### config.mk
export PLATFORM = sky130hd
export DESIGN_NAME = ddr3_fb_writer_flat
export DESIGN_NICKNAME = d
export VERILOG_FILES = /design/src/rtl/ddr3_fb_pkg.sv /design/src/rtl/ddr3_fb_writer_if.sv /design/src/rtl/ddr3_fb_wr_seg_buf.sv /design/src/rtl/ddr3_fb_writer.sv /design/src/flat_wrapper.sv
export SDC_FILE = /design/constraint.sdc
export NUM_CORES = 1
export LEC_CHECK = 0
export BUFFER_PORTS_ARGS = -buffer_cell sky130_fd_sc_hd__buf_2
export CORE_ASPECT_RATIO = 1.5
export CORE_MARGIN = 3
export CORE_UTILIZATION = 58
export CTS_CLUSTER_SIZE = 28
export DETAILED_ROUTE_END_ITERATION = 8
export PLACE_DENSITY = 0.8
export SETUP_SLACK_MARGIN = 0.15
export SLEW_MARGIN = 0
export SYNTH_ARGS = -nofsm -noshare
export SYNTH_HDL_FRONTEND = slang
export SYNTH_SLANG_ARGS = --single-unit
### constraint.sdc
create_clock -name clk -period 4.3 [get_ports clk]
set_clock_uncertainty 0.2 [all_clocks]
set_input_delay 0.86 -clock clk [delete_from_list [all_inputs] [get_ports clk]]
set_output_delay 0.86 -clock clk [all_outputs]
set_load 0.03 [all_outputs]
### src/rtl/ddr3_fb_pkg.sv
// Shared definitions for the DDR3 framebuffer reader/writer pair: MIG command
// constants, writer FSM states and the common pixel word / address packing.
package ddr3_fb_pkg;

  localparam logic [2:0] MIG_INSTR_READ  = 3'b001;
  localparam logic [2:0] MIG_INSTR_WRITE = 3'b000;
  localparam logic [5:0] MIG_BL8         = 6'h07;

  typedef logic [12:0] seg_key_t;

  typedef struct packed {
    logic [8:0] x;
    logic [6:0] y;
    logic [5:0] r;
    logic [5:0] g;
    logic [5:0] b;
  } pixel_t;

  typedef struct packed {
    logic [5:0] r;
    logic [5:0] g;
    logic [5:0] b;
  } rgb666_t;

  typedef enum logic [2:0] {
    ST_COLLECT  = 3'b001,
    ST_WR_DATA  = 3'b010,
    ST_EMIT_CMD = 3'b100
  } wr_state_e;

  function automatic logic [31:0] pack_rgb666(input logic [5:0] r,
                                              input logic [5:0] g,
                                              input logic [5:0] b);
    return {8'h00, r, 2'b00, g, 2'b00, b, 2'b00};
  endfunction

  function automatic rgb666_t unpack_rgb666(input logic [31:0] word);
    rgb666_t p;
    logic    unused_pad;
    unused_pad = ^{word[31:24], word[17:16], word[9:8], word[1:0]};
    p.r = word[23:18];
    p.g = word[15:10];
    p.b = word[7:2];
    return p;
  endfunction

  function automatic seg_key_t seg_key(input logic [6:0] y, input logic [8:0] x);
    return {y, x[8:3]};
  endfunction

  // One line segment is 8 words of 4 bytes, so the key lands directly at byte bit 5.
  function automatic logic [29:0] pack_byte_addr(input seg_key_t key);
    return {12'h000, key, 3'b000, 2'b00};
  endfunction

endpackage

### src/rtl/ddr3_fb_writer_if.sv
// MIG user-port signals used by the framebuffer writer; master is the writer,
// slave is the MIG (or a model of it).
interface ddr3_fb_writer_if;
  logic        mig_cmd_en;
  logic [2:0]  mig_cmd_instr;
  logic [5:0]  mig_cmd_bl;
  logic [29:0] mig_cmd_byte_addr;
  logic        mig_cmd_empty;
  logic        mig_cmd_full;
  logic        mig_wr_en;
  logic [3:0]  mig_wr_mask;
  logic [31:0] mig_wr_data;
  logic        mig_wr_full;
  logic        mig_wr_empty;
  logic        mig_wr_underrun;
  logic        mig_wr_error;
  logic [6:0]  mig_wr_count;
  logic        mig_rd_en;

  modport master (
    output mig_cmd_en, mig_cmd_instr, mig_cmd_bl, mig_cmd_byte_addr,
    output mig_wr_en, mig_wr_mask, mig_wr_data, mig_rd_en,
    input  mig_cmd_empty, mig_cmd_full,
    input  mig_wr_full, mig_wr_empty, mig_wr_underrun, mig_wr_error, mig_wr_count
  );

  modport slave (
    input  mig_cmd_en, mig_cmd_instr, mig_cmd_bl, mig_cmd_byte_addr,
    input  mig_wr_en, mig_wr_mask, mig_wr_data, mig_rd_en,
    output mig_cmd_empty, mig_cmd_full,
    output mig_wr_full, mig_wr_empty, mig_wr_underrun, mig_wr_error, mig_wr_count
  );
endinterface

### src/rtl/ddr3_fb_wr_seg_buf.sv
// Single open line segment: 8 pixel words, their valid mask and the segment key.
// A clear and a write in the same cycle leave only the newly written word valid.
module ddr3_fb_wr_seg_buf
  import ddr3_fb_pkg::*;
(
  input  logic        clk,
  input  logic        rst,
  input  logic        clear_i,
  input  logic        wr_en_i,
  input  logic [2:0]  wr_idx_i,
  input  logic [31:0] wr_word_i,
  input  seg_key_t    wr_key_i,
  input  seg_key_t    cmp_key_i,
  input  logic [2:0]  rd_idx_i,
  output logic [31:0] rd_word_o,
  output logic        rd_valid_o,
  output seg_key_t    key_o,
  output logic [7:0]  valid_o,
  output logic        empty_o,
  output logic        match_o
);

  logic [31:0] words_q [8];
  logic [7:0]  valid_q;
  logic [7:0]  valid_d;
  seg_key_t    key_q;

  always_comb begin
    valid_d = clear_i ? 8'h00 : valid_q;
    if (wr_en_i) begin
      valid_d[wr_idx_i] = 1'b1;
    end
  end

  always_ff @(posedge clk) begin
    if (rst) begin
      valid_q <= 8'h00;
      key_q   <= '0;
      for (int i = 0; i < 8; i++) begin
        words_q[i] <= 32'h0;
      end
    end else begin
      valid_q <= valid_d;
      if (wr_en_i) begin
        key_q             <= wr_key_i;
        words_q[wr_idx_i] <= wr_word_i;
      end
    end
  end

  assign rd_word_o  = words_q[rd_idx_i];
  assign rd_valid_o = valid_q[rd_idx_i];
  assign key_o      = key_q;
  assign valid_o    = valid_q;
  assign empty_o    = (valid_q == 8'h00);
  assign match_o    = (key_q == cmp_key_i);

endmodule

### src/rtl/ddr3_fb_writer.sv
// Coalesces (x, y) RGB666 pixel writes into 8-aligned line segments and writes each
// one to DDR3 as a masked burst-of-8 through a MIG user port.
module ddr3_fb_writer
  import ddr3_fb_pkg::*;
(
  input  logic              clk,
  input  logic              rst,
  input  logic              mig_ready_i,
  ddr3_fb_writer_if.master  mig,
  input  logic [8:0]        x_i,
  input  logic [6:0]        y_i,
  input  logic [5:0]        r_i,
  input  logic [5:0]        g_i,
  input  logic [5:0]        b_i,
  input  logic              push_i,
  input  logic              flush_i,
  output logic              ready_o,
  output logic              busy_o,
  output logic              err_o
);

  wr_state_e   state_q;
  logic [2:0]  idx_q;
  pixel_t      pend_q;
  logic        pend_valid_q;
  logic        flush_pend_q;
  logic        err_q;

  logic        buf_clear;
  logic        buf_wr_en;
  logic [2:0]  buf_wr_idx;
  logic [31:0] buf_wr_word;
  seg_key_t    buf_wr_key;
  logic [31:0] buf_rd_word;
  logic        buf_rd_valid;
  seg_key_t    buf_key;
  logic [7:0]  buf_valid;
  logic        buf_empty;
  logic        buf_match;

  seg_key_t    push_key;
  logic        push_acc;
  logic        flush_acc;
  logic        push_fits;
  logic        push_spill;
  logic [7:0]  valid_after;
  logic        in_wr;
  logic        in_emit;
  logic        word_go;
  logic        cmd_go;
  logic        unused_mig;

  assign push_key    = seg_key(y_i, x_i);
  assign ready_o     = (state_q == ST_COLLECT) && mig_ready_i;
  assign push_acc    = push_i && ready_o;
  assign flush_acc   = flush_i && ready_o;
  assign push_fits   = push_acc && (buf_empty || buf_match);
  assign push_spill  = push_acc && !push_fits;
  assign valid_after = buf_valid | (8'b1 << x_i[2:0]);
  assign in_wr       = (state_q == ST_WR_DATA);
  assign in_emit     = (state_q == ST_EMIT_CMD);
  assign word_go     = in_wr && !mig.mig_wr_full;
  assign cmd_go      = in_emit && !mig.mig_cmd_full;
  assign buf_clear   = cmd_go;

  // The pending pixel reuses the buffer write port as the old segment is retired.
  always_comb begin
    buf_wr_en   = push_fits;
    buf_wr_idx  = x_i[2:0];
    buf_wr_word = pack_rgb666(r_i, g_i, b_i);
    buf_wr_key  = push_key;
    if (cmd_go && pend_valid_q) begin
      buf_wr_en   = 1'b1;
      buf_wr_idx  = pend_q.x[2:0];
      buf_wr_word = pack_rgb666(pend_q.r, pend_q.g, pend_q.b);
      buf_wr_key  = seg_key(pend_q.y, pend_q.x);
    end
  end

  ddr3_fb_wr_seg_buf u_seg_buf (
    .clk        (clk),
    .rst        (rst),
    .clear_i    (buf_clear),
    .wr_en_i    (buf_wr_en),
    .wr_idx_i   (buf_wr_idx),
    .wr_word_i  (buf_wr_word),
    .wr_key_i   (buf_wr_key),
    .cmp_key_i  (push_key),
    .rd_idx_i   (idx_q),
    .rd_word_o  (buf_rd_word),
    .rd_valid_o (buf_rd_valid),
    .key_o      (buf_key),
    .valid_o    (buf_valid),
    .empty_o    (buf_empty),
    .match_o    (buf_match)
  );

  always_ff @(posedge clk) begin
    if (rst) begin
      state_q      <= ST_COLLECT;
      idx_q        <= 3'd0;
      pend_q       <= '0;
      pend_valid_q <= 1'b0;
      flush_pend_q <= 1'b0;
      err_q        <= 1'b0;
    end else begin
      if (mig.mig_wr_underrun || mig.mig_wr_error) begin
        err_q <= 1'b1;
      end
      case (state_q)
        ST_COLLECT: begin
          if (push_spill) begin
            pend_q       <= '{x: x_i, y: y_i, r: r_i, g: g_i, b: b_i};
            pend_valid_q <= 1'b1;
            flush_pend_q <= flush_i;
            state_q      <= ST_WR_DATA;
          end else if ((push_fits && valid_after == 8'hFF) ||
                       (flush_acc && (push_fits || !buf_empty))) begin
            state_q <= ST_WR_DATA;
          end
        end
        ST_WR_DATA: begin
          if (word_go) begin
            idx_q <= idx_q + 3'd1;
            if (idx_q == 3'd7) begin
              state_q <= ST_EMIT_CMD;
            end
          end
        end
        ST_EMIT_CMD: begin
          if (cmd_go) begin
            pend_valid_q <= 1'b0;
            flush_pend_q <= 1'b0;
            state_q      <= (pend_valid_q && flush_pend_q) ? ST_WR_DATA : ST_COLLECT;
          end
        end
        default: state_q <= ST_COLLECT;
      endcase
    end
  end

  assign mig.mig_cmd_en        = cmd_go;
  assign mig.mig_cmd_instr     = MIG_INSTR_WRITE;
  assign mig.mig_cmd_bl        = MIG_BL8;
  assign mig.mig_cmd_byte_addr = in_emit ? pack_byte_addr(buf_key) : 30'h0;
  assign mig.mig_wr_en         = word_go;
  assign mig.mig_wr_data       = in_wr ? buf_rd_word : 32'h0;
  assign mig.mig_wr_mask       = (in_wr && !buf_rd_valid) ? 4'hF : 4'h0;
  assign mig.mig_rd_en         = 1'b0;

  assign busy_o = !buf_empty || pend_valid_q || (state_q != ST_COLLECT);
  assign err_o  = err_q;

  assign unused_mig = ^{mig.mig_cmd_empty, mig.mig_wr_empty, mig.mig_wr_count};

endmodule
### src/flat_wrapper.sv
// flat-port wrapper written by rule: the top's interface ports become plain ports
module ddr3_fb_writer_flat import ddr3_fb_pkg::*;
  (clk, rst, mig_ready_i, x_i, y_i, r_i, g_i, b_i, push_i, flush_i, ready_o, busy_o, err_o, mig_mig_cmd_en, mig_mig_cmd_instr, mig_mig_cmd_bl, mig_mig_cmd_byte_addr, mig_mig_wr_en, mig_mig_wr_mask, mig_mig_wr_data, mig_mig_rd_en, mig_mig_cmd_empty, mig_mig_cmd_full, mig_mig_wr_full, mig_mig_wr_empty, mig_mig_wr_underrun, mig_mig_wr_error, mig_mig_wr_count);
  ddr3_fb_writer_if mig_i ();
  input  logic clk;
  input  logic rst;
  input  logic mig_ready_i;
  input  logic [8:0] x_i;
  input  logic [6:0] y_i;
  input  logic [5:0] r_i;
  input  logic [5:0] g_i;
  input  logic [5:0] b_i;
  input  logic push_i;
  input  logic flush_i;
  output logic ready_o;
  output logic busy_o;
  output logic err_o;
  output wire logic [$bits(mig_i.mig_cmd_en)-1:0] mig_mig_cmd_en;
  output wire logic [$bits(mig_i.mig_cmd_instr)-1:0] mig_mig_cmd_instr;
  output wire logic [$bits(mig_i.mig_cmd_bl)-1:0] mig_mig_cmd_bl;
  output wire logic [$bits(mig_i.mig_cmd_byte_addr)-1:0] mig_mig_cmd_byte_addr;
  output wire logic [$bits(mig_i.mig_wr_en)-1:0] mig_mig_wr_en;
  output wire logic [$bits(mig_i.mig_wr_mask)-1:0] mig_mig_wr_mask;
  output wire logic [$bits(mig_i.mig_wr_data)-1:0] mig_mig_wr_data;
  output wire logic [$bits(mig_i.mig_rd_en)-1:0] mig_mig_rd_en;
  input wire logic [$bits(mig_i.mig_cmd_empty)-1:0] mig_mig_cmd_empty;
  input wire logic [$bits(mig_i.mig_cmd_full)-1:0] mig_mig_cmd_full;
  input wire logic [$bits(mig_i.mig_wr_full)-1:0] mig_mig_wr_full;
  input wire logic [$bits(mig_i.mig_wr_empty)-1:0] mig_mig_wr_empty;
  input wire logic [$bits(mig_i.mig_wr_underrun)-1:0] mig_mig_wr_underrun;
  input wire logic [$bits(mig_i.mig_wr_error)-1:0] mig_mig_wr_error;
  input wire logic [$bits(mig_i.mig_wr_count)-1:0] mig_mig_wr_count;
  assign mig_mig_cmd_en = mig_i.mig_cmd_en;
  assign mig_mig_cmd_instr = mig_i.mig_cmd_instr;
  assign mig_mig_cmd_bl = mig_i.mig_cmd_bl;
  assign mig_mig_cmd_byte_addr = mig_i.mig_cmd_byte_addr;
  assign mig_mig_wr_en = mig_i.mig_wr_en;
  assign mig_mig_wr_mask = mig_i.mig_wr_mask;
  assign mig_mig_wr_data = mig_i.mig_wr_data;
  assign mig_mig_rd_en = mig_i.mig_rd_en;
  assign mig_i.mig_cmd_empty = mig_mig_cmd_empty;
  assign mig_i.mig_cmd_full = mig_mig_cmd_full;
  assign mig_i.mig_wr_full = mig_mig_wr_full;
  assign mig_i.mig_wr_empty = mig_mig_wr_empty;
  assign mig_i.mig_wr_underrun = mig_mig_wr_underrun;
  assign mig_i.mig_wr_error = mig_mig_wr_error;
  assign mig_i.mig_wr_count = mig_mig_wr_count;
  ddr3_fb_writer u_core (.clk(clk), .rst(rst), .mig_ready_i(mig_ready_i), .mig(mig_i), .x_i(x_i), .y_i(y_i), .r_i(r_i), .g_i(g_i), .b_i(b_i), .push_i(push_i), .flush_i(flush_i), .ready_o(ready_o), .busy_o(busy_o), .err_o(err_o));
endmodule
==> metrics.txt <==
status=complete, no violations; Root Buffer=clkbuf_16; slowest stage delay, CP=approximately 0.74 ns; Core Region=0.0174 mm2; Syn-to-layout area delta=9.50%; initial antenna violation count=3; post-synthesis sequential area ratio=around 55%; H-tree levels=1; yosys warns=0; Worst-path clk slew=around 0.07 ns; distinct cell type count after synthesis=49; Clk Latency, worst-skew pair=just under 0.5 ns; GRT overflow=0; DRC violations left=0; Final Max Slew Viols=0; final period utilization=between 80 and 90%; final hold viol count=0; GRT Total Usage=25.0%; Worst setup SP type=register; worst reg2reg path depth=7; WL/cell=around 20 um; CP Cell Sequence=buf_12 > mux4_2 > mux2i_1 > nor2_1 > buf_2; unrepaired setup endpoints after global routing=no; post-synthesis cell count=913; DPL Wire Length=14.8 mm; number of synthesized register bits=around 210; largest net degree at the start of global routing=67; drt first-iter violations=578; remaining antenna violation count=0; number of buffers added on ports=between 80 and 90; Post-synth EDFFs=144; CTS Hold Bufs=0; first-pass GRT wire length=around 38 mm; # setup viols final=0; critical path arrival=about 2.5 ns; vias per cell=~6; FILL cells=about 1300; vias=about 7300; fin area=approximately 0.011 mm2; share of cells above drive strength 1=between 10% and 20%; Hold Path Depth=2; Worst Setup Path Type=reg -> out; Worst Tran Pin Value=around 0.92 ns; post-CTS setup buffer count=0; Async SR Flop Fraction=0%; worst r2r dst=u_core.u_seg_buf.words_q[4][2]; Critical R2R Launch=u_core.state_q[0]; total routed wirelength=~24 mm; crit-path max FO=21; gpl congestion=approximately 0.8; CTS Buf Count=18; PD cells=~390 mW/mm2; row count=between 50 and 60; critical path data required time=~3.2 ns; Synth top area share=between 40% and 50%; Yosys top cell by area=edfxtp_1; post-route setup TNS=0 ns; Die Y-Extent=170 um; fin util=between 60% and 70%; cts repair resizes=0; ys flop type=edfxtp_1; vias in the first global route=7294; full die area=slightly below 0.02 mm2; Max Cap Viol=0; leakage=about 4.2 nW; worst vdd ir=0.000342 V; Initial Util=59.4%; synthesized area per cell=around 11 um2; Slew headroom=around 39%; nature of the critical path endpoint=output port; diode count=0; I/O pin total=roughly 130; crit path to=mig_mig_wr_data[4]; Worst Hold Class=reg -> reg; slowest CP cell=dfxtp_2; Area contributors post-synth=edfxtp_1 42%, dfxtp_1 13%, mux4_2 8.3%; nets=1025; placed cell areas=~0.011 mm2; CTS sink count=~210; die width=~120 um; final critical-path required period=around 3.5 ns; highest clock rate=approximately 0.28 GHz; drt first pass iters=6; TritonCTS clock tree=done; Post-Synthesis Cell Area=roughly 0.010 mm2; r2r setup slk=1.57 ns; Clock Path Buffers=3
## cell usage after synthesis (all sizes together), types with 17 or more instances
library cell and n:
a21oi 22, a31oi 36, and2 17, and3 18
buf 73, clkbuf 38, dfxtp 67, edfxtp 144
mux2i 64, mux4 38, nand2 93, nor2 171
nor3b 20, o21ai 24
## layout by cell type (no fill, tap or decap), types with 4 or more instances in the layout
cell type,synthesis,routed
nor2b_1,4,4
and2_1,17,17
nor2_1,170,170
o31ai_1,14,14
conb_1,2,41
dfxtp_1,67,66
o211ai_1,4,4
inv_1,5,4
buf_4,47,26
nand3_1,6,6
nor3b_1,19,19
o21ai_2,1,9
mux4_2,38,38
clkbuf_16,0,18
o21ai_0,23,15
xnor2_1,14,14
nand4_1,6,6
mux2i_1,64,64
a21oi_1,22,22
and3_1,18,18
edfxtp_1,144,144
buf_2,18,82
a31oi_1,36,36
nand2_1,93,92
## cells by family after synthesis
group                    share of synthesized area [%]
AO/OA/AOI/OAI                                     6.88
XOR/XNOR                                          1.19
adder cells (fa/ha/maj)                          0.242
buffers and inverters                             6.64
flip-flops                                        54.8
multiplexers                                      14.5
other                                           0.0726
AND/OR/NAND/NOR                                   15.7
## worst min path at each step
stage                                 start  slack, ns                 to
final                     u_core.pend_q[20]       0.26  u_core.pend_q[20]
after global routing      u_core.pend_q[23]       0.28  u_core.pend_q[23]
after CTS                 u_core.pend_q[20]       0.26  u_core.pend_q[20]
after detailed placement  u_core.pend_q[20]       0.25  u_core.pend_q[20]
after global placement    u_core.pend_q[24]       0.24  u_core.pend_q[24]
after floorplan           u_core.pend_q[18]       0.23  u_core.pend_q[18]
## area by class of cell
cell class                 instances  area (um2)  area share [%]
clock buffer                      21         462            4.08
clock inverter                    11        96.3           0.851
inverter                           5        18.8           0.166
multi-input combinational        625        4170            36.8
sequential                       211        5670            50.0
tap                              213         267            2.35
timing repair buffer             110         646            5.70
## state kept, by name (all words and copies together) (netlist names), named ones only
| signal | cells |
|---|---|
| u_core.u_seg_buf.key_o | 13 |
| u_core.state_q | 3 |
| u_core.err_o | 1 |
| u_core.flush_pend_q | 1 |
| u_core.u_seg_buf.valid_o | 8 |
| u_core.pend_q | 34 |
| u_core.idx_q | 3 |
| u_core.u_seg_buf.words_q | 144 |
| u_core.pend_valid_q | 1 |
## critical path: cells and delay by family (launching register included)
family	cells	cell delay (ns)
buffers and inverters	2	0.47
DFF	1	0.74
muxes	2	0.72
and+or+nand+nor	1	0.05
## power by group
group	switching (W)	leakage [nW]	internal, W
Clock	0.000718	0.267	0.000840
Combinational	0.000379	1.94	0.000192
Sequential	0.0000695	2.03	0.00227
Total	0.00117	4.24	0.00331
## stage by stage
step / total power, W / hold slack [ns] / std cells / setup WS, ns
after CTS: 0.00449 / 0.261 / 1196 / 0.715
after global placement: 0.00294 / 0.242 / 1164 / 1.05
final: 0.00447 / 0.260 / 1196 / 0.773
after detailed placement: 0.00296 / 0.251 / 1164 / 1.00
after global routing: 0.00462 / 0.275 / 1196 / 0.611
after floorplan: 0.00282 / 0.234 / 952 / 0.453
## routing by layer
metal	share of wire [%]	global-route usage, %	routed length [um]	vias up
li1	-	-	-	3315
met1	36	30.0	8790	3525
met2	51	43.3	12300	389
met3	8.2	4.21	1970	86
met4	4.2	12.0	1010	6
met5	0.16	0	38	-
(Power assumes the default switching activity.)
